[config.mk]
export PLATFORM = sky130hd
export DESIGN_NAME = sync_fifo_flags
export DESIGN_NICKNAME = d
export VERILOG_FILES = /design/src/rtl/sync_fifo_flags.sv
export SDC_FILE = /design/constraint.sdc
export NUM_CORES = 1
export LEC_CHECK = 0
export CAP_MARGIN = 20
export CORE_MARGIN = 5
export CORE_UTILIZATION = 53
export DETAILED_ROUTE_END_ITERATION = 7
export PLACE_DENSITY = 0.78
export SKIP_CTS_REPAIR_TIMING = 1
export SYNTH_ARGS = -nofsm -noshare
export SYNTH_HDL_FRONTEND = slang
export SYNTH_SLANG_ARGS = --single-unit
[constraint.sdc]
create_clock -name clk -period 2.6 [get_ports clk]
set_input_delay 0.39 -clock clk [delete_from_list [all_inputs] [get_ports clk]]
set_output_delay 0.39 -clock clk [all_outputs]
set_load 0.005 [all_outputs]
[src/rtl/sync_fifo_flags.sv]
// Single-clock FIFO of arbitrary depth with occupancy count, programmable
// almost-full/almost-empty flags, overflow/underflow pulses and optional FWFT read.
module sync_fifo_flags #(
    parameter int DATA_WIDTH = 8,
    parameter int DEPTH      = 4,
    parameter int AF_THRESH  = 3,
    parameter int AE_THRESH  = 1,
    parameter bit FWFT       = 1'b0
) (
    input  logic                          clk,
    input  logic                          rst_n,
    input  logic                          wr_en,
    input  logic [DATA_WIDTH-1:0]         din,
    input  logic                          rd_en,
    output logic [DATA_WIDTH-1:0]         dout,
    output logic                          full,
    output logic                          empty,
    output logic                          almost_full,
    output logic                          almost_empty,
    output logic [$clog2(DEPTH+1)-1:0]    count,
    output logic                          overflow,
    output logic                          underflow
);

    localparam int CW = $clog2(DEPTH + 1);
    localparam int AW = $clog2(DEPTH);
    localparam logic [AW-1:0] LAST_IDX = AW'(DEPTH - 1);
    localparam logic [CW-1:0] DEPTH_C  = CW'(DEPTH);
    localparam logic [CW-1:0] AF_C     = CW'(AF_THRESH);
    localparam logic [CW-1:0] AE_C     = CW'(AE_THRESH);

    logic [DATA_WIDTH-1:0] mem [DEPTH];

    logic [AW-1:0]         wr_ptr_reg, wr_ptr_next;
    logic [AW-1:0]         rd_ptr_reg, rd_ptr_next;
    logic [CW-1:0]         count_reg, count_next;
    logic                  full_reg, empty_reg;
    logic                  almost_full_reg, almost_empty_reg;
    logic                  overflow_reg, underflow_reg;
    logic [DATA_WIDTH-1:0] dout_reg;
    logic                  rd_accept, wr_accept;

    // A full FIFO still takes a write when the same cycle frees a slot.
    always_comb begin
        rd_accept   = rd_en && !empty_reg;
        wr_accept   = wr_en && (!full_reg || rd_accept);

        wr_ptr_next = wr_ptr_reg;
        if (wr_accept) begin
            wr_ptr_next = (wr_ptr_reg == LAST_IDX) ? '0 : wr_ptr_reg + AW'(1);
        end

        rd_ptr_next = rd_ptr_reg;
        if (rd_accept) begin
            rd_ptr_next = (rd_ptr_reg == LAST_IDX) ? '0 : rd_ptr_reg + AW'(1);
        end

        count_next = count_reg;
        case ({wr_accept, rd_accept})
            2'b10:   count_next = count_reg + CW'(1);
            2'b01:   count_next = count_reg - CW'(1);
            default: count_next = count_reg;
        endcase
    end

    // Storage is not reset so it can map onto RAM resources.
    always_ff @(posedge clk) begin
        if (wr_accept) begin
            mem[wr_ptr_reg] <= din;
        end
    end

    always_ff @(posedge clk or negedge rst_n) begin
        if (!rst_n) begin
            wr_ptr_reg       <= '0;
            rd_ptr_reg       <= '0;
            count_reg        <= '0;
            full_reg         <= 1'b0;
            empty_reg        <= 1'b1;
            almost_full_reg  <= 1'b0;
            almost_empty_reg <= 1'b1;
            overflow_reg     <= 1'b0;
            underflow_reg    <= 1'b0;
            dout_reg         <= '0;
        end else begin
            wr_ptr_reg       <= wr_ptr_next;
            rd_ptr_reg       <= rd_ptr_next;
            count_reg        <= count_next;
            full_reg         <= (count_next == DEPTH_C);
            empty_reg        <= (count_next == '0);
            almost_full_reg  <= (count_next >= AF_C);
            almost_empty_reg <= (count_next <= AE_C);
            overflow_reg     <= wr_en && !wr_accept;
            underflow_reg    <= rd_en && !rd_accept;
            if (rd_accept) begin
                dout_reg <= mem[rd_ptr_reg];
            end
        end
    end

    // In FWFT mode the head is shown directly; dout_reg keeps the last popped word.
    generate
        if (FWFT) begin : g_fwft
            assign dout = empty_reg ? dout_reg : mem[rd_ptr_reg];
        end else begin : g_std
            assign dout = dout_reg;
        end
    endgenerate

    assign full         = full_reg;
    assign empty        = empty_reg;
    assign almost_full  = almost_full_reg;
    assign almost_empty = almost_empty_reg;
    assign count        = count_reg;
    assign overflow     = overflow_reg;
    assign underflow    = underflow_reg;

endmodule

==> impl_results.rst <==
.. list-table::
   :header-rows: 1

   * - Metric
     - Value
   * - Final WS setup
     - 295.5 ps
   * - Arrival time of data at the critical path endpoint
     - 2500 ps
   * - Diodes inserted
     - 0
   * - HPWL after detailed placement
     - 2398 microns
   * - Startpoint of the worst register-to-register path
     - empty$_DFF_PN1_
   * - Transition time at the pin with the least slew margin
     - 588.4 ps
   * - CP max stage cell
     - clkdlybuf4s50_1
   * - Number of max-slew violations in the final report
     - 0
   * - Die X
     - 73.26 microns
   * - Post-Syn Nets
     - 148
   * - Post-DR wirelength/cell
     - 15.39 microns
   * - Root Buffer
     - clkbuf_8
   * - Post-layout minimum cycle time
     - 2305 ps
   * - Footprint of the multi-input gates
     - 596.8 sq um
   * - Row count
     - 23
   * - Number of buffers inserted by port buffering
     - 28
   * - Effective utilization at floorplan
     - 53.79%
   * - TritonCTS Buffers
     - 5
   * - Worst clock skew
     - 8.769 ps
   * - Power per cell area
     - 1065 nW/um^2
   * - CTS HTree Levels
     - 2
   * - Die boundary height
     - 73.26 microns
   * - Worst slack at placement
     - -9.714 ps
   * - Vias after detailed routing
     - 1,139
   * - Number of antenna violations at the first check in global routing
     - 0
   * - Combined flip-flop and latch cell area
     - 1489 sq um
   * - Kind of launch point of the worst setup path
     - primary input
   * - Start-to-end type of the worst setup path
     - primary input to flip-flop
   * - Highest attainable clock frequency
     - 433.9 MHz
   * - Leakage power total
     - 0.001023 uW
   * - Cell count after synthesis
     - 129
   * - Max clock buf depth
     - 2
   * - Max transition margin
     - 60.77%
   * - Register-to-register setup slack
     - 450 ps
   * - Remaining DRCs
     - 0
   * - RSZ-0062 raised after global routing
     - false
   * - Layout area overhead
     - 22.01%
   * - GRT Overall Usage
     - 14.49%
   * - Warnings from Yosys
     - 0
   * - Cell variety after synth
     - 30
   * - Gp weighted congestion
     - 0.9107
   * - Start point of the critical path
     - rd_en
   * - Clock latency at the later pin of the worst-skew pair
     - 300 ps
   * - Final net count
     - 185
   * - Reg clk slew, reported paths
     - 90 ps
   * - Flop and latch count out of synthesis
     - 53
   * - Number of hold-slack violations in the final timing report
     - 0
   * - Share of the clock period used by the worst path
     - 88.64%
   * - Kind of cell with the highest combined delay on the critical path
     - compound AO/OA/AOI/OAI gates
   * - Cell Chain, Critical Path
     - clkdlybuf4s50_1, nand2b_4, a21boi_2, inv_1, ha_1, fa_1, xnor2_2, o21a_1, a211o_1
   * - First-pass detailed-route iteration total
     - 4
   * - TritonCTS clock tree
     - yes
   * - Boundary pin count
     - 29
   * - Outcome
     - finished, final reports clean
   * - Full die area
     - 5366 sq um
   * - GRT Residual Overflow
     - 0
   * - Hold crit path type
     - primary input to async pin
   * - Share of the yosys chip area belonging to registers
     - 70.21%
   * - Crit. End Element
     - flip-flop
   * - Detailed Route Iter0 Violations
     - 93
   * - Fraction of layout instances using a drive strength above 1
     - 16.77%
   * - Most common flop cell mapped by yosys
     - edfxtp_1
   * - Standard cell area after detailed placement
     - 2481 sq um
   * - Proportion of synthesized flip-flops having asynchronous set or reset
     - 39.62%
   * - Max-Cap Viols
     - 0
   * - Number of buffer and inverter stages on the critical path
     - 2
   * - Data required, critical path
     - 2790 ps
   * - Utilization of the core after routing
     - 65.63%
   * - Synth Area per Inst
     - 16.44 sq um
   * - Total standard cell area after synthesis
     - 2121 sq um
   * - IR drop worst, VDD
     - 0.6701 mV
   * - Number of flip-flops under the largest register name
     - 32
   * - Largest net degree at the start of global routing
     - 22
   * - Worst Path Max Fanout
     - 4
   * - CTS Sinks
     - 53
   * - Final routed wirelength across all metal layers
     - 3340 microns
   * - Count of flip-flops with a built-in enable after synthesis
     - 32
   * - CORE AREA
     - 3943 sq um
   * - Non-Filler Cell Area, Final
     - 2587 sq um
   * - Number of global-route vias before repair
     - 1,188
   * - Remaining antenna violation count after routing
     - 0
   * - Wire length of the first global-routing pass
     - 5609 microns
   * - Setup_tns
     - 0 ps
   * - Vias/cell
     - 5.249
   * - CP max stage delay
     - 520 ps
   * - Total of endpoints with negative setup slack in the final report
     - 0
   * - Total of fill cells in the finished design
     - 274
-- where the power goes --
part	internal [uW]	switching, uW
sequential	1150	184
clock	284	234
combinational	539	364
total	1970	782
-- Yosys cell counts, types with 2 or more instances --
cell / instances / share of area, %
edfxtp_1: 32 / 45
nand2_1: 27 / 4.8
dfrtp_1: 19 / 22
mux4_2: 8 / 8.5
ha_1: 6 / 3.5
and2_1: 5 / 1.5
inv_1: 3 / 0.53
nor3_1: 3 / 0.71
dfstp_2: 2 / 2.5
mux2_1: 2 / 1.1
nor2_1: 2 / 0.35
xnor2_1: 2 / 0.83
-- final cells by class --
| cell class | count | share of cell area [%] |
|---|---|---|
| tap | 50 | 2.418 |
| timing repair buffer | 33 | 12.28 |
| multi-input combinational | 69 | 23.07 |
| sequential | 53 | 57.54 |
| clock buffer | 6 | 2.805 |
| inverter | 4 | 0.5803 |
| clock inverter | 2 | 1.306 |
-- metal layers --
layer / up-vias / global-route usage (%) / wire length (microns)
li1: 540 / - / -
met1: 561 / 15.98 / 1253
met2: 36 / 25.92 / 1847
met3: 2 / 4.925 / 219
met4: 0 / 4.918 / 19
met5: - / 0 / 0
-- metrics by stage --
step,power [uW],hold slack [ps],cells
final,2757,429.6,217
after global routing,2950,448.4,217
after CTS,2804,438.3,217
after detailed placement,2282,462.5,209
after global placement,2228,458.1,209
after floorplan,1888,94.41,129
-- placed cells by master (no fill, tap or decap), drive strengths merged, types with 2 or more instances in the layout --
cell type      netlist  final
edfxtp              32     32
clkdlybuf4s50        0     28
nand2               27     27
dfrtp               19     19
mux4                 8      8
ha                   6      6
clkbuf               1      6
and2                 5      5
buf                  2      5
inv                  4      4
nor3                 4      4
xnor2                3      3
mux2                 3      3
nor2                 2      2
dfstp                2      2
-- worst paths after layout --
path	to	cells after the start
worst max-delay path	almost_full$_DFF_PN0_	9
worst min-delay path	full$_DFF_PN0_	2
worst max register to register	almost_full$_DFF_PN0_	7
worst min register to register	dout[1]$_DFFE_PN0P_	2
max in group asynchronous	almost_empty$_DFF_PN1_	2
min in group clk	dout[1]$_DFFE_PN0P_	2
-- kinds of logic (layout without fill, tap and decap cells) --
kind of cell             after synthesis  after routing  share of synthesized area [%]
XOR/XNOR                               3              3                          1.593
AO/OA/AOI/OAI                          6              6                          2.419
buffers and inverters                  7             45                          1.651
multiplexers                          11             11                          10.27
flip-flops                            53             53                          70.21
adder cells (fa/ha/maj)                7              7                          4.484
AND/OR/NAND/NOR                       42             42                          9.381
Power figures use the tool's default switching activity.
